`src/rtl/fetch_pkg.sv`:
```
// fetch_pkg: shared state encoding and default sizing for the instruction fetch unit.
package fetch_pkg;
  localparam int DEFAULT_INSTRUCTION_WIDTH = 16;
  localparam int DEFAULT_ADDR_WIDTH = 10;
  localparam int DEFAULT_TIMEOUT_CYCLES = 15;
  typedef enum logic [1:0] {IDLE, REQ, WAIT, WRITE} fetch_state_t;
endpackage

```
`src/rtl/instruction_fetch_unit_if.sv`:
```
// instruction_fetch_unit_if: control, instruction-memory and instruction-register signals of the fetch unit.
interface instruction_fetch_unit_if
  import fetch_pkg::*;
#(
  parameter int INSTRUCTION_WIDTH = DEFAULT_INSTRUCTION_WIDTH,
  parameter int ADDR_WIDTH = DEFAULT_ADDR_WIDTH
);
  logic fetch_start;
  logic pc_load;
  logic [ADDR_WIDTH-1:0] pc_load_value;
  logic mem_rd_req;
  logic [ADDR_WIDTH-1:0] mem_rd_addr;
  logic mem_rd_valid;
  logic [INSTRUCTION_WIDTH-1:0] mem_rd_data;
  logic [INSTRUCTION_WIDTH-1:0] ir_data;
  logic ir_wr;
  logic [ADDR_WIDTH-1:0] pc;
  logic busy;
  logic fetch_done;
  logic fetch_error;
  modport master (
    input fetch_start, pc_load, pc_load_value, mem_rd_valid, mem_rd_data,
    output mem_rd_req, mem_rd_addr, ir_data, ir_wr, pc, busy, fetch_done, fetch_error
  );
  modport slave (
    output fetch_start, pc_load, pc_load_value, mem_rd_valid, mem_rd_data,
    input mem_rd_req, mem_rd_addr, ir_data, ir_wr, pc, busy, fetch_done, fetch_error
  );
endinterface

```
`src/rtl/instruction_fetch_unit_program_counter.sv`:
```
// program_counter: PC register with async reset, priority load and wrapping increment.
module program_counter #(
  parameter int ADDR_WIDTH = 10,
  parameter logic [ADDR_WIDTH-1:0] RESET_PC = '0
) (
  input  logic clock,
  input  logic ir_reset,
  input  logic load,
  input  logic [ADDR_WIDTH-1:0] load_value,
  input  logic inc,
  output logic [ADDR_WIDTH-1:0] pc
);
  logic [ADDR_WIDTH-1:0] pc_q, pc_d;
  always_comb pc_d = load ? load_value : inc ? pc_q + ADDR_WIDTH'(1) : pc_q;
  always_ff @(posedge clock or posedge ir_reset)
    if (ir_reset) pc_q <= RESET_PC;
    else pc_q <= pc_d;
  assign pc = pc_q;
endmodule

```
`src/rtl/instruction_fetch_unit.sv`:
```
// instruction_fetch_unit: fetches one instruction word per request into the IR and owns the PC.
// Define FETCH_TIMEOUT_EN to abort a WAIT that sees no read data within TIMEOUT_CYCLES.
module instruction_fetch_unit
  import fetch_pkg::*;
#(
  parameter int INSTRUCTION_WIDTH = DEFAULT_INSTRUCTION_WIDTH,
  parameter int ADDR_WIDTH = DEFAULT_ADDR_WIDTH,
  parameter logic [ADDR_WIDTH-1:0] RESET_PC = '0,
  parameter int TIMEOUT_CYCLES = DEFAULT_TIMEOUT_CYCLES
) (
  input logic clock,
  input logic ir_reset,
  instruction_fetch_unit_if.master bus
);
  fetch_state_t state_q, state_d;
  logic [INSTRUCTION_WIDTH-1:0] ir_data_q, ir_data_d;
  logic mem_rd_req_q, mem_rd_req_d;
  logic ir_wr_q, ir_wr_d;
  logic fetch_error_q, fetch_error_d;
  logic redirect_q, redirect_d;
  logic expire;
  logic [ADDR_WIDTH-1:0] pc;
`ifdef FETCH_TIMEOUT_EN
  localparam int TW = $clog2(TIMEOUT_CYCLES + 1);
  logic [TW-1:0] timer_q, timer_d;
  always_comb timer_d = state_q == REQ ? TW'(TIMEOUT_CYCLES) : state_q == WAIT ? timer_q - TW'(1) : timer_q;
  always_ff @(posedge clock or posedge ir_reset)
    if (ir_reset) timer_q <= '0;
    else timer_q <= timer_d;
  assign expire = timer_q == TW'(1);
`else
  localparam int unused_timeout_cycles = TIMEOUT_CYCLES;
  assign expire = 1'b0;
`endif
  always_comb begin
    state_d = state_q;
    ir_data_d = ir_data_q;
    fetch_error_d = 1'b0;
    case (state_q)
      IDLE: state_d = bus.fetch_start ? REQ : IDLE;
      REQ: state_d = WAIT;
      WAIT:
        if (bus.mem_rd_valid) begin
          state_d = WRITE;
          ir_data_d = bus.mem_rd_data;
        end else if (expire) begin
          state_d = IDLE;
          fetch_error_d = 1'b1;
        end
      WRITE: state_d = IDLE;
      default: state_d = IDLE;
    endcase
    mem_rd_req_d = state_d == REQ;
    ir_wr_d = state_d == WRITE;
    // a branch taken while a fetch is in flight replaces that fetch's PC increment
    redirect_d = (state_q == REQ || state_q == WAIT) && (redirect_q || bus.pc_load);
  end
  always_ff @(posedge clock or posedge ir_reset)
    if (ir_reset) begin
      state_q <= IDLE;
      ir_data_q <= '0;
      mem_rd_req_q <= 1'b0;
      ir_wr_q <= 1'b0;
      fetch_error_q <= 1'b0;
      redirect_q <= 1'b0;
    end else begin
      state_q <= state_d;
      ir_data_q <= ir_data_d;
      mem_rd_req_q <= mem_rd_req_d;
      ir_wr_q <= ir_wr_d;
      fetch_error_q <= fetch_error_d;
      redirect_q <= redirect_d;
    end
  program_counter #(.ADDR_WIDTH(ADDR_WIDTH), .RESET_PC(RESET_PC)) u_pc (
    .clock(clock),
    .ir_reset(ir_reset),
    .load(bus.pc_load),
    .load_value(bus.pc_load_value),
    .inc(state_q == WRITE && !redirect_q),
    .pc(pc)
  );
  assign bus.mem_rd_req = mem_rd_req_q;
  assign bus.mem_rd_addr = pc;
  assign bus.ir_data = ir_data_q;
  assign bus.ir_wr = ir_wr_q;
  assign bus.fetch_done = ir_wr_q;
  assign bus.fetch_error = fetch_error_q;
  assign bus.pc = pc;
  assign bus.busy = state_q != IDLE;
endmodule
```
`src/flat_wrapper.sv`:
```
// flat-port wrapper written by rule: the top's interface ports become plain ports
module instruction_fetch_unit_flat import fetch_pkg::*;
#(
  parameter int INSTRUCTION_WIDTH = DEFAULT_INSTRUCTION_WIDTH,
  parameter int ADDR_WIDTH = DEFAULT_ADDR_WIDTH,
  parameter logic [ADDR_WIDTH-1:0] RESET_PC = '0,
  parameter int TIMEOUT_CYCLES = DEFAULT_TIMEOUT_CYCLES
)
  (clock, ir_reset, bus_fetch_start, bus_pc_load, bus_pc_load_value, bus_mem_rd_valid, bus_mem_rd_data, bus_mem_rd_req, bus_mem_rd_addr, bus_ir_data, bus_ir_wr, bus_pc, bus_busy, bus_fetch_done, bus_fetch_error);
  instruction_fetch_unit_if #(.INSTRUCTION_WIDTH(INSTRUCTION_WIDTH), .ADDR_WIDTH(ADDR_WIDTH)) bus_i ();
  input logic clock;
  input logic ir_reset;
  input wire logic [$bits(bus_i.fetch_start)-1:0] bus_fetch_start;
  input wire logic [$bits(bus_i.pc_load)-1:0] bus_pc_load;
  input wire logic [$bits(bus_i.pc_load_value)-1:0] bus_pc_load_value;
  input wire logic [$bits(bus_i.mem_rd_valid)-1:0] bus_mem_rd_valid;
  input wire logic [$bits(bus_i.mem_rd_data)-1:0] bus_mem_rd_data;
  output wire logic [$bits(bus_i.mem_rd_req)-1:0] bus_mem_rd_req;
  output wire logic [$bits(bus_i.mem_rd_addr)-1:0] bus_mem_rd_addr;
  output wire logic [$bits(bus_i.ir_data)-1:0] bus_ir_data;
  output wire logic [$bits(bus_i.ir_wr)-1:0] bus_ir_wr;
  output wire logic [$bits(bus_i.pc)-1:0] bus_pc;
  output wire logic [$bits(bus_i.busy)-1:0] bus_busy;
  output wire logic [$bits(bus_i.fetch_done)-1:0] bus_fetch_done;
  output wire logic [$bits(bus_i.fetch_error)-1:0] bus_fetch_error;
  assign bus_i.fetch_start = bus_fetch_start;
  assign bus_i.pc_load = bus_pc_load;
  assign bus_i.pc_load_value = bus_pc_load_value;
  assign bus_i.mem_rd_valid = bus_mem_rd_valid;
  assign bus_i.mem_rd_data = bus_mem_rd_data;
  assign bus_mem_rd_req = bus_i.mem_rd_req;
  assign bus_mem_rd_addr = bus_i.mem_rd_addr;
  assign bus_ir_data = bus_i.ir_data;
  assign bus_ir_wr = bus_i.ir_wr;
  assign bus_pc = bus_i.pc;
  assign bus_busy = bus_i.busy;
  assign bus_fetch_done = bus_i.fetch_done;
  assign bus_fetch_error = bus_i.fetch_error;
  instruction_fetch_unit #(.INSTRUCTION_WIDTH(INSTRUCTION_WIDTH), .ADDR_WIDTH(ADDR_WIDTH), .RESET_PC(RESET_PC), .TIMEOUT_CYCLES(TIMEOUT_CYCLES)) u_core (.clock(clock), .ir_reset(ir_reset), .bus(bus_i));
endmodule
```
`config.mk`:
```
export PLATFORM = sky130hd
export DESIGN_NAME = instruction_fetch_unit_flat
export DESIGN_NICKNAME = d
export VERILOG_FILES = /design/src/rtl/fetch_pkg.sv /design/src/rtl/instruction_fetch_unit_if.sv /design/src/rtl/instruction_fetch_unit_program_counter.sv /design/src/rtl/instruction_fetch_unit.sv /design/src/flat_wrapper.sv
export SDC_FILE = /design/constraint.sdc
export NUM_CORES = 1
export LEC_CHECK = 0
export BUFFER_PORTS_ARGS = -buffer_cell sky130_fd_sc_hd__buf_4
export CAP_MARGIN = 25
export CELL_PAD_IN_SITES_DETAIL_PLACEMENT = 0
export CELL_PAD_IN_SITES_GLOBAL_PLACEMENT = 1
export CORE_ASPECT_RATIO = 1.75
export CORE_MARGIN = 2
export CORE_UTILIZATION = 34
export DETAILED_ROUTE_END_ITERATION = 10
export GPL_TIMING_DRIVEN = 0
export PLACE_DENSITY = 0.89
export SETUP_SLACK_MARGIN = 0.02
export SKIP_LAST_GASP = 1
export SYNTH_ARGS = -nofsm -noshare
export SYNTH_HDL_FRONTEND = slang
export SYNTH_SLANG_ARGS = --single-unit
```
`constraint.sdc`:
```
create_clock -name clock -period 1.8 [get_ports clock]
set_clock_uncertainty 0.1 [all_clocks]
set_input_delay 0.27 -clock clock [delete_from_list [all_inputs] [get_ports clock]]
set_output_delay 0.27 -clock clock [all_outputs]
set_load 0.005 [all_outputs]
```
=== After elaboration in Yosys (flattened, before gate mapping) ===
Index checks and enable logic that the tools add are counted.

* RAM bits: 0
* Memories: 0
* ROM bits: 0
* Register bits after elaboration: 31
* Bits in latches: 0
* Input port bits: 31
* Word-level logic and storage cells: 26
* Output and inout port bits: 41

* Reductions and logical operators: 9
* Magnitude comparators: 0
* Shift-type cells: 0
* $add $sub $neg: 1
* Eq/ne operators: 5
* Multiplexer cells: 5
* Bitwise gates (word level): 0
* Multipliers: 0
* Div/mod/pow operators: 0

{| class="wikitable"
|+ Operators with widths
! operator !! count
|-
| two-way mux 10 bit || 2
|-
| adder 10 x 1 -> 10 bit, second input constant || 1
|-
| case mux 2 bit (4 select lines) || 1
|-
| == test 2 bit, second input constant || 3
|-
| == test 2 x 1 -> 1 bit, second input constant || 2
|-
| nonzero test 2 bit || 2
|-
| logical AND 1 bit || 2
|-
| logical NOT 2 bit || 1
|-
| logical OR 1 bit || 2
|-
| two-way mux 2 bit || 1
|-
| AND reduction 2 bit || 1
|-
| logical NOT 1 bit || 1
|-
| two-way mux 1 bit || 1
|}

=== Depth between registers and ports, before layout ===
Gate-level depths: netlist of run 1.

* Word-level depth: 4
* Gate-level depth with buffers: 5
* Gate-level depth less buffers: 5

=== Modules after synthesis ===
From an unflattened synthesis of run 1, not the netlist that was laid out.

* Cell total of the unflattened synthesis: 125
* Area total of the unflattened synthesis: 1521.5 µm²

{| class="wikitable"
|+ By module, submodules not included
! module !! cells an instance !! times used !! area each (µm²) !! sequential area each (µm²)
|-
| instruction_fetch_unit || 67 || 1 || 973.4 || 525.5
|-
| program_counter || 58 || 1 || 548.0 || 250.2
|}

=== Worst setup path before layout of run 1 ===
OpenSTA, ideal clock, no wires.

* Path kind: register to register
* Start point: register u_core.state_q[0]
* End point: register u_core.ir_data_q[0], in the netlist u_core.bus.ir_data[0]
* Data arrival time: 1.364 ns
* Cell stages (with the launch flop): 6
* Data required time: 1.575 ns
* Setup time: 0.125 ns
* Buffers on the path: 1
* Setup slack: 0.211 ns
* Clock period less this slack: 1.589 ns
* Cell sequence: dfrtp_1 inv_1 ha_1 nand2_1 buf_2 mux2_2

* Cells in the longest elaborated chain, start to end: 2

{| class="wikitable"
|+ RTL lines
! element !! RTL line !! RTL
|-
| start: declaration || instruction_fetch_unit.sv:15 || <nowiki>fetch_state_t state_q, state_d;</nowiki>
|-
| start signal: assignment || instruction_fetch_unit.sv:67 || <nowiki>state_q <= state_d;</nowiki>
|-
| == test 2 bit || instruction_fetch_unit.sv:39 || <nowiki>case (state_q)</nowiki>
|-
| AND reduction 2 bit (no source line) || -- ||
|-
| end signal: assignment || instruction_fetch_unit.sv:68 || <nowiki>ir_data_q <= ir_data_d;</nowiki>
|-
| end: declaration || instruction_fetch_unit.sv:16 || <nowiki>logic [INSTRUCTION_WIDTH-1:0] ir_data_q, ir_data_d;</nowiki>
|}

Every way passes these cells.
A chain may end at the register's enable or synchronous reset.

=== Worst setup path after layout of run 1 ===
* Start point: register u_core.u_pc.pc_q[1], in the netlist u_core.u_pc.pc[1]
* End point: register u_core.u_pc.pc_q[4], in the netlist u_core.u_pc.pc[4]

* Cells in the longest elaborated chain, start to end: 3

{| class="wikitable"
|+ RTL lines
! element !! RTL line !! RTL
|-
| start: declaration || instruction_fetch_unit_program_counter.sv:13 || <nowiki>logic [ADDR_WIDTH-1:0] pc_q, pc_d;</nowiki>
|-
| start signal: assignment || instruction_fetch_unit_program_counter.sv:17 || <nowiki>else pc_q <= pc_d;</nowiki>
|-
| adder 10 x 1 -> 10 bit || instruction_fetch_unit_program_counter.sv:14 || <nowiki>always_comb pc_d = load ? load_value : inc ? pc_q + ADDR_WIDTH'(1) : pc_q;</nowiki>
|-
| two-way mux 10 bit (2 in a row) || instruction_fetch_unit_program_counter.sv:14 ||
|}

Every way passes these cells. The select of a mux whose other input is x is not followed.

==> results of run 1 <==
==> worst paths after layout <==
kind / slack, ns / endpoint / cells past startpoint / from
max in group asynchronous: 0.58 / u_core.u_pc.pc[0] / 4 / ir_reset
worst max register to register: 0.13 / u_core.u_pc.pc[4] / 5 / u_core.u_pc.pc[1]
worst min-delay path: 0.1 / u_core.u_pc.pc[4] / 3 / bus_pc_load_value[4]
worst min register to register: 0.41 / u_core.bus.ir_data[7] / 1 / u_core.bus.ir_data[7]
min in group asynchronous: 0.51 / u_core.bus.ir_data[10] / 3 / ir_reset
worst max-delay path: 0.13 / u_core.u_pc.pc[4] / 5 / u_core.u_pc.pc[1]
==> report_power, final <==
group | internal (mW) | total (mW) | switching (mW)
Clock | 0.447 | 0.706 | 0.259
Combinational | 0.718 | 1.12 | 0.406
Sequential | 0.960 | 1.14 | 0.177
==> flip-flops by register name, summed over array words and instances (netlist names) <==
name / count
u_core.u_pc.pc: 10
u_core.state_q: 2
u_core.bus.mem_rd_req: 1
u_core.redirect_q: 1
u_core.bus.ir_data: 16
u_core.bus.fetch_done: 1
==> cells by family after synthesis <==
kind of cell,share of synthesized area
other,0.00252
AND/OR/NAND/NOR,0.134
multiplexers,0.128
adder cells (fa/ha/maj),0.0421
flip-flops,0.521
XOR/XNOR,0.0118
AO/OA/AOI/OAI,0.0740
buffers and inverters,0.0866
==> cell usage in the layout (no fill, tap or decap), types with 5 or more instances in the layout <==
master	netlist	layout
o21ai_0	5	5
nand2_1	10	9
inv_1	7	7
dfrtp_1	31	30
or4_1	7	7
clkbuf_8	0	6
buf_4	12	85
mux2_2	16	16
ha_1	5	5
==> synthesized netlist by cell type <==
| master | instances | area [um^2] |
|---|---|---|
| nand3_1 | 4 | 20.0 |
| inv_1 | 7 | 26.3 |
| o211ai_1 | 3 | 22.5 |
| buf_2 | 1 | 5.00 |
| ha_1 | 5 | 62.6 |
| conb_1 | 1 | 3.75 |
| dfrtp_1 | 31 | 776 |
| and2_1 | 1 | 6.26 |
| buf_4 | 12 | 90.1 |
| a31oi_1 | 4 | 25.0 |
| mux2i_1 | 1 | 10.0 |
| nor2b_1 | 2 | 12.5 |
| nand3b_1 | 1 | 7.51 |
| nor2_1 | 4 | 15.0 |
| or4_1 | 7 | 52.6 |
| nand3_4 | 1 | 17.5 |
| nand2_1 | 10 | 37.5 |
| nand4_1 | 1 | 6.26 |
| o31ai_1 | 4 | 30.0 |
| mux2_2 | 16 | 180 |
| xnor2_1 | 2 | 17.5 |
| o21ai_0 | 5 | 25.0 |
| nand4b_4 | 1 | 23.8 |
| o21a_1 | 1 | 7.51 |
| clkbuf_1 | 2 | 7.51 |
==> cell type report <==
class	instances	share of cell area
clock buffers	6	0.0367
multi-input cells	74	0.260
well taps	49	0.0272
plain buffers	15	0.0467
inverters	7	0.0117
flip-flops and latches	31	0.345
repair buffers	74	0.257
clock inverters	2	0.0156
==> worst register-to-register path: cells and delay by family, from the launching register on <==
family                   cells  cell delay [ns]
adder cells (fa/ha/maj)      1             0.19
buffers and inverters        1             0.20
AND/OR/NAND/NOR              3             0.66
flip-flops                   1             0.46
==> repair_timing <==
| item | CTS | global route |
|---|---|---|
| pin swaps | 0 | 0 |
| hold buffers | 1 | 0 |
| resized for setup | 1 | 2 |
| buffers inserted | 0 | 2 |
| endpoints found under the hold margin | 12 | 0 |
| endpoints found under the setup margin | 10 | 12 |
| gates cloned | 0 | 0 |
==> stage by stage <==
step / total power, mW / setup TNS (ns) / setup WS, ns / std cells
3_5_place_dp: 2.27 / -0.132 / -0.0212 / 247
5_1_grt: 3.20 / 0 / 0.0290 / 258
6_report: 2.97 / 0 / 0.129 / 258
4_1_cts: 3.01 / 0 / 0.0411 / 256
3_3_place_gp: 2.24 / -0.0421 / -0.00558 / 246
2_1_floorplan: 1.67 / 0 / 0.211 / 127
==> per-layer routing <==
metal  share of wire  track usage  wire (um)  up-vias
met3            0.11       0.0625        386        6
met1            0.39        0.183       1360      570
met4           0.018       0.0750         61        0
met5               0            0          0        -
li1                -            -          -      593
met2            0.48        0.251       1660       72
==> flow_metrics.py, run 1 <==
metrics = {
    "outcome": {
        "status": "complete, no violations",
    },
    "die": {
        "core_um2": 4190,
        "die_area_um2": 4940,
        "pin_count": 72,
        "initial_core_util": 0.355,
        "die_h_um": 91.5,
        "rows": 31,
        "die_w_um": 54,
    },
    "timing": {
        "final-setup-viol-count": 0,
        "period_needed_ns": 1.67,
        "slew_headroom": 0.615,
        "period_share": 0.928,
        "tightest_slew_ns": 0.576,
        "whs_ns": 0.0995,
        "clock.fmax_ghz": 0.598,
        "finalHoldViolCount": 0,
        "slew_violations": 0,
        "grt_setup_unrepaired": "no",
    },
    "detailed_routing": {
        "dr_total_vias": 1241,
        "vias_per_cell": 4.81,
        "wl_mm": 3.46,
        "postRouteAntennaNets": 0,
        "drc_errors": 0,
        "drtPass1Iterations": 4,
        "wire_per_inst_um": 13.4,
        "drt-initial-drc-count": 6,
    },
    "global_route": {
        "grt_overflow": 0,
        "grt_util_all_layers": 0.160,
        "grt_pass1_wl_mm": 5.85,
        "grt_max_degree": 20,
        "antenna_found_initial": 0,
        "first_global_vias": 1280,
    },
    "clock_tree": {
        "htreeDepth": 2,
        "cts_buffer_depth": 2,
        "numCtsBuffers": 5,
        "cts_sinks": 31,
        "clk_latency_ns": 0.28,
        "clk_pin_slew_ns": 0.07,
        "root_buffer": "clkbuf_8",
        "cts_tree": "yes",
    },
    "worst_setup_path": {
        "critPathMaxFanout": 5,
        "critPathArrivalTime_ns": 1.79,
        "cp.required_ns": 1.92,
        "worstSetupStartpointType": "flop",
        "cp.buffers_inverters": 1,
        "crit_chain": "ha_1, nand3b_1, buf_4, or4_1, nand3_1",
        "crit_type": "reg -> reg",
        "cpLargestDelayFamily": "simple AND/OR/NAND/NOR gates",
        "endpoint_kind": "flop",
        "crit_slowest_cell": "dfrtp_1",
        "slowest_delay_ns": 0.46,
    },
    "final_layout": {
        "nets": 244,
        "layout-drive-gt1-share": 0.545,
        "fin_area_um2": 2250,
        "num_antenna_cells": 0,
        "area_delta_synth_final_pct": 51.3,
        "fin_util": 0.537,
        "multi_input_area_um2": 586,
        "nFillCells": 407,
        "seq_area_um2": 777,
    },
    "logic_synthesis": {
        "syn-num-nets": 163,
        "synth_cell_types": 25,
        "ys_seq_area_frac": 0.521,
        "ys_warn_count": 0,
        "synth_seq_cells": 31,
        "syn_area_per_cell_um2": 11.7,
        "netlist_area_um2": 1490,
        "netlist_instances": 127,
    },
    "placement": {
        "place_hpwl_mm": 2.66,
        "port_buffers": 70,
        "place_area_um2": 2100,
        "gp_congestion": 0.689,
    },
    "job": {
        "maxCapViolCount": 0,
    },
    "power_and_ir_drop": {
        "powerDensity_nw_per_um2": 1320,
        "ir_worst_vdd_uv": 917,
        "power.leakage_nw": 1.10,
    },
    "min_path": {
        "hold_class": "in -> reg",
    },
}
Power figures use the tool's default switching activity.
==> run 2: changes to the inputs <==
--- a/config.mk
+++ b/config.mk
@@ -11,10 +11,11 @@
 export CELL_PAD_IN_SITES_GLOBAL_PLACEMENT = 1
 export CORE_ASPECT_RATIO = 1.75
 export CORE_MARGIN = 2
-export CORE_UTILIZATION = 34
+export CORE_UTILIZATION = 35
+export CTS_BUF_LIST = sky130_fd_sc_hd__clkbuf_4 sky130_fd_sc_hd__clkbuf_8
 export DETAILED_ROUTE_END_ITERATION = 10
 export GPL_TIMING_DRIVEN = 0
-export PLACE_DENSITY = 0.89
+export PLACE_DENSITY = 0.91
 export SETUP_SLACK_MARGIN = 0.02
 export SKIP_LAST_GASP = 1
 export SYNTH_ARGS = -nofsm -noshare
==> flow_metrics.py, run 2 (synthesized netlist as in run 1, its figures left out) <==
metrics = {
    "outcome": {
        "status": "complete, no violations",
    },
    "global_route": {
        "grt_overflow": 0,
        "grt_pass1_wl_mm": 5.42,
        "grt_util_all_layers": 0.149,
        "antenna_found_initial": 0,
        "first_global_vias": 1218,
        "grt_max_degree": 17,
    },
    "detailed_routing": {
        "dr_total_vias": 1248,
        "drt-initial-drc-count": 7,
        "postRouteAntennaNets": 0,
        "drc_errors": 0,
        "vias_per_cell": 4.88,
        "wire_per_inst_um": 13.4,
        "drtPass1Iterations": 4,
        "wl_mm": 3.44,
    },
    "final_layout": {
        "layout-drive-gt1-share": 0.546,
        "layout_commonest_cell": "buf_4",
        "final_cells": 256,
        "largest_register_ffs": 16,
        "fin_util": 0.538,
        "nets": 243,
        "mostFrequentLayoutCells": "buf_4, dfrtp_1, mux2_2, nand2_1",
        "area_delta_synth_final_pct": 48.6,
        "num_antenna_cells": 0,
        "fin_area_um2": 2210,
    },
    "worst_setup_path": {
        "endpoint_kind": "flop",
        "r2r_setup_slack_ns": 0.13,
        "worstSetupStartpointType": "flop",
        "crit_type": "reg -> reg",
        "cp.required_ns": 1.90,
        "critPathArrivalTime_ns": 1.77,
        "critPathMaxFanout": 7,
    },
    "power_and_ir_drop": {
        "powerDensity_nw_per_um2": 1270,
        "power.switching_mw": 0.826,
        "power.internal_mw": 1.97,
        "p_seq_frac": 0.406,
        "total_power_mw": 2.80,
        "power.leakage_nw": 1.08,
        "swShare": 0.295,
        "combPwrFrac": 0.401,
        "ir_worst_vdd_uv": 792,
        "p_clk_frac": 0.194,
    },
    "timing": {
        "clock.fmax_ghz": 0.600,
        "final-setup-viol-count": 0,
        "setup_ws_ns": 0.133,
        "whs_ns": 0.00546,
        "period_needed_ns": 1.67,
        "finalSetupTns_ns": 0,
        "tightest_slew_ns": 0.697,
        "period_share": 0.926,
        "grt_setup_unrepaired": "no",
        "finalHoldViolCount": 0,
        "slew_violations": 0,
        "slew_headroom": 0.535,
    },
    "die": {
        "initial_core_util": 0.362,
        "pin_count": 72,
        "core_um2": 4110,
        "rows": 31,
        "die_w_um": 53.3,
        "die_area_um2": 4810,
        "die_h_um": 90.2,
    },
    "placement": {
        "place_ws_ns": -0.0211,
        "place_hpwl_mm": 2.72,
        "port_buffers": 70,
        "gp_congestion": 0.670,
        "place_area_um2": 2100,
        "place_inst": 247,
    },
    "clock_tree": {
        "clk_latency_ns": 0.28,
        "hold_buffers": 0,
        "numCtsBuffers": 5,
        "cts_sinks": 31,
        "cts_buffer_depth": 2,
        "htreeDepth": 2,
        "root_buffer": "clkbuf_8",
        "cts_tree": "yes",
        "clk_pin_slew_ns": 0.07,
    },
    "min_path": {
        "hold_class": "in -> async",
    },
    "job": {
        "maxCapViolCount": 0,
    },
}
## run 2: cell types whose count changed in the layout (fill, tap and decap cells not counted)
cell	delta
bufinv_16	-1
dlygate4sd3_1	-1
## run 2: worst paths after layout
path	start	to	cells after the start
setup / recovery	u_core.u_pc.pc[1]	u_core.u_pc.pc[6]	4
setup reg to reg	u_core.u_pc.pc[1]	u_core.u_pc.pc[6]	4
max in group asynchronous	ir_reset	u_core.u_pc.pc[2]	3
hold / removal	ir_reset	u_core.redirect_q	2
hold reg to reg	u_core.bus.ir_data[12]	u_core.bus.ir_data[12]	1
min in group clock	bus_pc_load_value[4]	u_core.u_pc.pc[4]	3
## run 2: repair_timing
item,in CTS,in global routing
endpoints found under the hold margin,0,0
setup buffers,0,2
pin swaps,0,0
resized for setup,1,2
endpoints found under the setup margin,10,12
## run 2: metal layers
layer / track usage / part of all wire / vias to the layer above
li1: - / - / 590
met1: 0.153 / 0.32 / 575
met2: 0.263 / 0.56 / 81
met3: 0.0631 / 0.11 / 2
met4: 0.0385 / 0.0052 / 0
met5: 0 / 0 / -
## run 2: power groups by stage
stage	logic [mW]	clock network (mW)	registers (mW)
final	1.12	0.543	1.14
after global routing	1.23	0.589	1.17
after CTS	1.14	0.567	1.14
after detailed placement	1.13	0	1.15
after global placement	1.09	0	1.13
after floorplan	0.527	0	1.14
## run 2: worst max-delay path: stages (launching register included)
cell and delay, ns:
dfrtp_1 0.45, ha_1 0.19, nand3b_1 0.22, or4_1 0.45, a31oi_1 0.18
## run 2: cell type report
type,instances,area [um^2]
inverter,7,26.3
fill,412,1900
clock buffer,6,82.6
tap,49,61.3
clock inverter,1,5.00
sequential,31,777
buffer,15,105
multi-input combinational,74,586
timing repair buffer,73,568
